$ cat config.mk
export PLATFORM = sky130hd
export DESIGN_NAME = acc_offl_responder
export DESIGN_NICKNAME = d
export VERILOG_FILES = /design/src/rtl/acc_offl_responder.sv
export SDC_FILE = /design/constraint.sdc
export NUM_CORES = 1
export LEC_CHECK = 0
export ABC_AREA = 1
export BUFFER_PORTS_ARGS = -buffer_cell sky130_fd_sc_hd__buf_4
export CELL_PAD_IN_SITES_DETAIL_PLACEMENT = 1
export CELL_PAD_IN_SITES_GLOBAL_PLACEMENT = 2
export CORE_MARGIN = 2
export CORE_UTILIZATION = 34
export DETAILED_ROUTE_END_ITERATION = 10
export PLACE_DENSITY_LB_ADDON = 0.25
export SLEW_MARGIN = 20
export SYNTH_ARGS = -nofsm -noshare
export SYNTH_HDL_FRONTEND = slang
export SYNTH_SLANG_ARGS = --single-unit
export TNS_END_PERCENT = 5
$ cat constraint.sdc
create_clock -name clk_i -period 9.9 [get_ports clk_i]
set_input_delay 2.475 -clock clk_i [delete_from_list [all_inputs] [get_ports clk_i]]
set_output_delay 2.475 -clock clk_i [all_outputs]
set_load 0.05 [all_outputs]
$ cat src/rtl/acc_offl_responder.sv
// rtl/acc_offl_responder.sv - accelerator-side offload endpoint: request FIFO, in-order issue, single writeback
// Optional ACC_OFFL_TIMEOUT_EN adds a WAIT-state watchdog that returns an error writeback.
module acc_offl_responder #(
  parameter int DataWidth     = 32,
  parameter int NumRs         = 3,
  parameter int QueueDepth    = 2,
  parameter int TimeoutCycles = 1024
) (
  input  logic                       clk_i,
  input  logic                       rst_i,
  input  logic                       req_valid_i,
  output logic                       req_ready_o,
  input  logic [31:0]                req_instr_i,
  input  logic [NumRs*DataWidth-1:0] req_rs_i,
  input  logic [4:0]                 req_rd_i,
  input  logic [1:0]                 req_writeback_i,
  output logic                       acc_valid_o,
  input  logic                       acc_ready_i,
  output logic [31:0]                acc_instr_o,
  output logic [NumRs*DataWidth-1:0] acc_rs_o,
  input  logic                       acc_rsp_valid_i,
  input  logic [DataWidth-1:0]       acc_rsp_data_i,
  input  logic                       acc_rsp_error_i,
  output logic                       rsp_valid_o,
  input  logic                       rsp_ready_i,
  output logic [4:0]                 rsp_rd_o,
  output logic [DataWidth-1:0]       rsp_data_o,
  output logic                       rsp_error_o,
  output logic                       busy_o
);

  localparam int PtrW = (QueueDepth > 1) ? $clog2(QueueDepth) : 1;
  localparam int CntW = $clog2(QueueDepth + 1);

  typedef enum logic [1:0] {S_IDLE, S_WAIT, S_RESP} state_t;

  logic [31:0]                r_instr [QueueDepth];
  logic [NumRs*DataWidth-1:0] r_rs    [QueueDepth];
  logic [4:0]                 r_rd    [QueueDepth];
  logic [1:0]                 r_wb    [QueueDepth];

  logic [PtrW-1:0]      r_wr_ptr;
  logic [PtrW-1:0]      r_rd_ptr;
  logic [CntW-1:0]      r_count;
  logic                 r_req_ready;
  state_t               r_state;
  logic [4:0]           r_rsp_rd;
  logic [DataWidth-1:0] r_rsp_data;
  logic                 r_rsp_error;

`ifdef ACC_OFFL_TIMEOUT_EN
  localparam int TmrW = (TimeoutCycles > 1) ? $clog2(TimeoutCycles) : 1;
  logic [TmrW-1:0] r_timer;
`endif

  logic            w_empty;
  logic            w_acc_valid;
  logic            w_push;
  logic            w_pop;
  logic [CntW-1:0] w_count_next;
  logic [PtrW-1:0] w_wr_ptr_next;
  logic [PtrW-1:0] w_rd_ptr_next;

  assign w_empty       = (r_count == '0);
  assign w_acc_valid   = (r_state == S_IDLE) && !w_empty;
  assign w_push        = req_valid_i && r_req_ready;
  assign w_pop         = w_acc_valid && acc_ready_i;
  assign w_count_next  = r_count + CntW'(w_push) - CntW'(w_pop);
  assign w_wr_ptr_next = (r_wr_ptr == PtrW'(QueueDepth - 1)) ? '0 : r_wr_ptr + PtrW'(1);
  assign w_rd_ptr_next = (r_rd_ptr == PtrW'(QueueDepth - 1)) ? '0 : r_rd_ptr + PtrW'(1);

  // Storage needs no reset: entries are only observable while counted as occupied.
  always_ff @(posedge clk_i) begin
    if (w_push) begin
      r_instr[r_wr_ptr] <= req_instr_i;
      r_rs[r_wr_ptr]    <= req_rs_i;
      r_rd[r_wr_ptr]    <= req_rd_i;
      r_wb[r_wr_ptr]    <= req_writeback_i;
    end
  end

  always_ff @(posedge clk_i) begin
    if (rst_i) begin
      r_wr_ptr    <= '0;
      r_rd_ptr    <= '0;
      r_count     <= '0;
      r_req_ready <= 1'b0;
      r_state     <= S_IDLE;
      r_rsp_rd    <= '0;
      r_rsp_data  <= '0;
      r_rsp_error <= 1'b0;
`ifdef ACC_OFFL_TIMEOUT_EN
      r_timer     <= '0;
`endif
    end else begin
      r_count     <= w_count_next;
      // Ready is registered, so a pop only frees space for the following cycle.
      r_req_ready <= (w_count_next != CntW'(QueueDepth));
      if (w_push) r_wr_ptr <= w_wr_ptr_next;
      if (w_pop)  r_rd_ptr <= w_rd_ptr_next;
      case (r_state)
        S_IDLE: begin
          if (w_pop) begin
            r_rsp_rd <= r_rd[r_rd_ptr];
            if (r_wb[r_rd_ptr] != 2'b00) begin
              r_state <= S_WAIT;
`ifdef ACC_OFFL_TIMEOUT_EN
              r_timer <= '0;
`endif
            end
          end
        end
        S_WAIT: begin
          if (acc_rsp_valid_i) begin
            r_rsp_data  <= acc_rsp_data_i;
            r_rsp_error <= acc_rsp_error_i;
            r_state     <= S_RESP;
          end
`ifdef ACC_OFFL_TIMEOUT_EN
          else if (r_timer == TmrW'(TimeoutCycles - 1)) begin
            r_rsp_data  <= '0;
            r_rsp_error <= 1'b1;
            r_state     <= S_RESP;
          end else begin
            r_timer <= r_timer + TmrW'(1);
          end
`endif
        end
        S_RESP: begin
          if (rsp_ready_i) r_state <= S_IDLE;
        end
        default: r_state <= S_IDLE;
      endcase
    end
  end

  assign req_ready_o = r_req_ready;
  assign acc_valid_o = w_acc_valid;
  assign acc_instr_o = w_acc_valid ? r_instr[r_rd_ptr] : '0;
  assign acc_rs_o    = w_acc_valid ? r_rs[r_rd_ptr] : '0;
  assign rsp_valid_o = (r_state == S_RESP);
  assign rsp_rd_o    = r_rsp_rd;
  assign rsp_data_o  = r_rsp_data;
  assign rsp_error_o = r_rsp_error;
  assign busy_o      = !w_empty || (r_state != S_IDLE);

endmodule

==> results of run 1 <==
-- cells in the mapped netlist --
library cell	count
nand2_1	293
buf_2	5
dfxtp_1	46
o21ai_0	29
inv_1	12
nor2_2	1
o21ai_1	5
nor2_1	75
nor2_4	1
nand3_1	8
inv_2	3
edfxtp_1	270
nor3_1	1
nand4_1	2
a21oi_2	120
buf_6	13
nor2_8	1
ha_1	1
clkbuf_1	34
a21oi_1	17
nand2_2	1
clkinv_1	1
buf_4	1
-- final timing paths --
kind,from,endpoint,depth (start not counted)
min reg2reg,rsp_rd_o[4],rsp_rd_o[4],2
max reg2reg,flip-flop,r_state[0],7
max,flip-flop,acc_rs_o[42],5
min,rsp_rd_o[4],rsp_rd_o[4],2
-- sequential cells by signal, indices dropped and copies added, names as in the netlist, named ones only --
signal       count
rsp_error_o      1
r_state          2
r_rd            10
r_rs           192
r_wr_ptr         1
r_wb             4
req_ready_o      1
rsp_data_o      32
rsp_rd_o         5
r_count          2
r_instr         64
r_rd_ptr         1
-- per-layer routing --
| metal | wire (um) | track usage, % | up-vias |
|---|---|---|---|
| li1 | - | - | 3921 |
| met3 | 2740 | 6.05 | 39 |
| met1 | 13200 | 20.6 | 4008 |
| met2 | 16100 | 28.7 | 270 |
| met4 | 590 | 4.21 | 0 |
| met5 | 0 | 0 | - |
-- worst reg2reg max path, stage by stage (launching register included) --
cell and delay, ns:
dfxtp_4 0.52, inv_4 0.58, buf_4 0.79, nand2_1 0.15, o21ai_0 0.11, nor2_1 0.06
nor2_1 0.10, nor2_1 0.04
-- report_power, final --
group,internal [uW],switching (uW)
logic,579,1740
clock network,741,509
registers,1670,85.1
-- metrics by stage --
| step | utilization (%) | setup slack [ns] |
|---|---|---|
| finish | 45.8 | 4.32 |
| floorplan | - | 1.01 |
| global placement | 42.6 | 4.71 |
| detailed placement | 42.6 | 4.71 |
| global route | 45.7 | 4.03 |
| CTS | 45.7 | 4.18 |
-- final cells by class --
type	count	area, um2	share of cell area [%]
Multi-Input combinational cell	555	2820	17.3
Antenna cell	2	5.00	0.0308
Clock inverter	14	97.6	0.601
Timing Repair Buffer	350	2630	16.2
Inverter	16	67.6	0.416
Sequential cell	316	9030	55.6
Tap cell	461	577	3.55
Clock buffer	49	1010	6.23
-- cells by family (layout without fill, tap and decap cells) --
group	count (synthesis)	after routing	synth area share [%]
other cells	0	2	0
flops	316	316	74.0
fa+ha+maj	1	1	0.103
simple gates	383	383	12.2
compound gates	171	171	10.7
buf+inv	69	429	3.01
-- layout by cell type, fill, tap and decap left out, types with 2 or more instances in the layout --
cell type,count
a21oi_1,17
a21oi_2,120
buf_4,349
clkbuf_1,8
clkbuf_16,37
clkbuf_8,4
clkinv_1,5
clkinv_2,7
dfxtp_1,45
diode_2,2
edfxtp_1,270
inv_1,11
inv_2,2
inv_6,3
nand2_1,293
nand3_1,8
nand4_1,2
nor2_1,73
nor2_4,3
o21ai_0,29
o21ai_1,5
==> impl_results.md, run 1 <==
* Fin. Hold Viols at 0
* CTS sink cnt at roughly 320
* Cell Chain, Critical Path: inv_4 -> buf_4 -> nand2_1 -> a21oi_2 -> buf_4
* Worst vdd ir at 199 uV
* Synth top area share at 66.5%
* Max Fclk at ~0.18 GHz
* Hold Crit Class: reg -> reg
* Cell Area, Placed at 15,100 um2
* Fin Hold WS at 0.464 ns
* Clk slew on worst S/H paths at roughly 0.060 ns
* Post-DP HPWL at 21,300 um
* GPL Wtd Cong at roughly 0.72
* Cells after DPL at between 1,500 and 2,000
* CP bufs+invs at 3
* Leakage at around 0.0064 uW
* Post-Layout Cell Count at 1,763
* Syn Nets at 1,115
* R2r setup slk at 7.44 ns
* Register area share after synthesis at 74.0%
* Setup Skew at 0.00739 ns
* Filler cells at 3,766
* Avg Vias per Cell at about 4.7
* Final Max Tran Viols at 0
* Vias at 8,238
* Post-CTS Resized at 0
* DRT Pass-1 Iters at 4
* CP Class: reg -> out
* Placeable core area at 35,500 um2
* CTS root buffer: clkbuf_16
* Site Rows at 69
* Slowest stage cell, crit path: buf_4
* Crit path max fanout at 75
* Final nets at 1,450
* Worst EP arrival at a little over 3 ns
* Unrepaired setup endpoints after global routing: false
* First-pass GRT wire length at a little under 50,000 um
* Routed WL per cell at 18.5 um
* Seq cells post-synth at 316
* Period utilization at 56.4%
* Total track usage at 16.9%
* CTS tree: yes
* Area contributors post-synth: edfxtp_1 66%, nand2_1 9.0%, a21oi_2 8.6%, dfxtp_1 7.6%, nor2_1 2.3%
* Fraction of layout cells with a size suffix above 1 at approximately 41%
* Residual DRC count at 0
* Final min period at around 5.6 ns
* DR iter-0 viols at 345
* Avg Cell Area, Syn at 13.0 um2
* Die Y at 193 um
* GR Overflow Total at 0
* Startpoint types: flip-flop
* Vias in the first global route at around 8,600
* CP Capture Type: primary output
* Post-synth top area cell: edfxtp_1
* PwrDens at roughly 330 nW/um2
* Initial cell density of the core at 34.4%
* Status: finished, final reports clean
* Largest net degree at the start of global routing at around 80
* Postcts setup bufs at 0
* Skew-Pair Late Insertion Delay at about 0.5 ns
* CP most frequent cell: buf_4
* Largest stage delay, worst path at between 0.7 and 0.8 ns
* Warnings from Yosys at 0
* Tightest Pin Transition at 1.03 ns
* Mapped Cells at 940
* Req. time, crit path at about 7.4 ns
* # hold bufs at CTS at 0
* H-tree depth at 2
* Max-Slew Margin vs Limit at just over 30%
* Detail Route Antenna Nets at 0
* TritonCTS Buffers at 36
* Cell Area, Synth at 12,200 um2
* Unique masters post-synth at 23
* Final instance area at 16,200 um2
* Total negative setup slack at 0 ns
* Clk buf depth at 3
* Initial antenna violation count at 1
* Die Wd at 193 um
* Ports at approximately 340
* Die ar. at around 37,000 um2
* Max-cap viol count at 0
* Total Power at 5320 uW
* IO buf count at 343
* Final Setup Violations at 0
* CP top delay family: buffers and inverters
* Wirelength, routed at 32,700 um
* Synth-to-Final Area Change at 33.1%
Note: power is estimated with default switching activity, not from simulation.
==> inputs of run 2 (changes only) <==
--- a/config.mk
+++ b/config.mk
@@ -10,7 +10,7 @@
 export CELL_PAD_IN_SITES_DETAIL_PLACEMENT = 1
 export CELL_PAD_IN_SITES_GLOBAL_PLACEMENT = 2
 export CORE_MARGIN = 2
-export CORE_UTILIZATION = 34
+export CORE_UTILIZATION = 31
 export DETAILED_ROUTE_END_ITERATION = 10
 export PLACE_DENSITY_LB_ADDON = 0.25
 export SLEW_MARGIN = 20
==> constraint.sdc (replaced) <==
create_clock -name clk_i -period 4.86 [get_ports clk_i]
set_input_delay 1.215 -clock clk_i [delete_from_list [all_inputs] [get_ports clk_i]]
set_output_delay 1.215 -clock clk_i [all_outputs]
set_load 0.05 [all_outputs]
==> run 2 against run 1 <==
Net effect:
- total power grew 110%
- worst setup slack lost 3.5 ns
- combinational power is 110% higher
- register-to-register slack got worse by 4.6 ns
- final area grew 0.99%
- worst hold slack better by 0.014 ns
- critical path depth down 1
==> impl_results.md, run 2 (synthesized netlist as in run 1, its figures left out) <==
* Max-Slew Margin vs Limit at 33.8%
* Initial antenna violation count at 1
* Ports at 344
* Post-DP HPWL at around 22,000 um
* Residual DRC count at 0
* Startpoint types: flip-flop
* Filler cells at approximately 4,200
* Avg Vias per Cell at about 4.5
* CP Capture Type: primary output
* Die ar. at between 40,000 and 50,000 um2
* Slowest stage cell, crit path: buf_4
* Req. time, crit path at 3.64 ns
* Largest stage delay, worst path at 0.81 ns
* Total negative setup slack at 0 ns
* CTS tree: yes
* Fin. Hold Viols at 0
* Clk buf depth at 3
* Placeable core area at ~39,000 um2
* Top reg by flops: r_rs
* TritonCTS Buffers at 37
* DRT Pass-1 Iters at 4
* Final instance area at between 15,000 and 20,000 um2
* Worst vdd ir at 394 uV
* Vias in the first global route at 8,622
* FF-to-FF path depth at 3
* Worst EP arrival at approximately 2.8 ns
* Routed WL per cell at between 15 and 20 um
* Final min period at 4.00 ns
* GPL Wtd Cong at around 0.74
* Clk slew on worst S/H paths at 0.06 ns
* Die Wd at 202 um
* Fraction of layout cells with a size suffix above 1 at 40.5%
* Skew-Pair Late Insertion Delay at 0.53 ns
* CTS root buffer: clkbuf_16
* Tightest Pin Transition at 0.993 ns
* Final Setup Violations at 0
* CTS sink cnt at ~320
* Crit path max fanout at approximately 80
* Unrepaired setup endpoints after global routing: false
* DR iter-0 viols at between 300 and 400
* PwrDens at 668 nW/um2
* Status: finished, final reports clean
* Setup Skew at between 0.015 and 0.02 ns
* Detail Route Antenna Nets at 0
* Reg-to-Reg End: r_rs[0][22]
* Largest net degree at the start of global routing at between 80 and 90
* Final nets at approximately 1,500
* Wirelength, routed at 33,100 um
* Most frequent cells in the layout: 348 x buf_4, 293 x nand2_1, 270 x edfxtp_1
* Vias at 8,236
* Final Max Tran Viols at 0
* CP most frequent cell: buf_4
* R2r setup slk at 2.80 ns
* Initial cell density of the core at 31.5%
* Postcts setup bufs at 0
* Cell Chain, Critical Path: buf_4 -> nand2_1 -> a21oi_2 -> buf_4
* # hold bufs at CTS at 0
* Max-cap viol count at 0
* Cell Area, Placed at 15,300 um2
* Die Y at approximately 200 um
* Max reg flops at between 150 and 200
* CP Capture Point: acc_rs_o[39]
* Crit Reg-Reg Startpoint: req_ready_o
* Total track usage at 15.9%
* Leakage at 0.00638 uW
* Synth-to-Final Area Change at 34.5%
* H-tree depth at 2
* GR Overflow Total at 0
* Period utilization at 82.2%
* Fin Hold WS at 0.477 ns
* IO buf count at 343
* Final core utilization at 42.3%
* Commonest non-fill, non-tap cell in the layout: buf_4
* Hold Crit Class: reg -> reg
* First-pass GRT wire length at 50,000 um
* Site Rows at 72
* Max Fclk at approximately 0.25 GHz
* Post-CTS Resized at 0
* CP Class: reg -> out
run 2: cell types whose count changed in the layout (fill, tap and decap cells not counted), sizes merged:
cell | previous run | this run
bufinv | 1 | 2
clkbuf | 49 | 51
buf | 350 | 353
diode | 2 | 1
run 2: routing by layer:
layer  vias up  GRT usage [%]  part of all wire, %
met5         -              0                    0
met4         0           4.48                  2.0
met3        53           5.85                  8.2
met2       249           26.1                   48
met1      4003           19.7                   41
li1       3931              -                    -
run 2: cell type report:
class	instances	area, um2	share of cell area, %
Sequential cell	316	9030	55.1
Inverter	16	67.6	0.412
Multi-Input combinational cell	555	2820	17.2
Clock buffer	51	998	6.09
Timing Repair Buffer	353	2710	16.5
Clock inverter	15	121	0.740
Antenna cell	1	2.50	0.0153
Tap cell	518	648	3.95
run 2: how the worst min path moves through the flow:
stage                startpoint     endpoint  cells after the start
CTS                 rsp_rd_o[3]  rsp_rd_o[3]                      2
global placement    rsp_rd_o[0]  rsp_rd_o[0]                      2
global route        rsp_rd_o[4]  rsp_rd_o[4]                      2
finish              rsp_rd_o[3]  rsp_rd_o[3]                      2
floorplan              r_wr_ptr     r_wr_ptr                      2
detailed placement  rsp_rd_o[3]  rsp_rd_o[3]                      2
run 2: worst max-delay path, delay by kind of cell (launching register included):
| family | cells | cell delay [ns] |
|---|---|---|
| simple gates | 1 | 0.15 |
| compound gates | 1 | 0.20 |
| flops | 1 | 0.72 |
| buf+inv | 2 | 1.03 |
run 2: where the power goes:
part | internal [uW] | switching (uW) | leakage (uW)
sequential | 3390 | 165 | 0.00286
combinational | 1230 | 3570 | 0.00298
clock | 1540 | 1050 | 0.000544
total | 6160 | 4790 | 0.00638
run 2: through the flow:
| step | power (uW) | setup slack [ns] | cells |
|---|---|---|---|
| detailed placement | 8510 | 1.34 | 1758 |
| CTS | 11100 | 0.745 | 1824 |
| global route | 11500 | 0.600 | 1825 |
| floorplan | 7070 | -0.484 | 940 |
| global placement | 8470 | 1.36 | 1758 |
| finish | 11000 | 0.864 | 1825 |
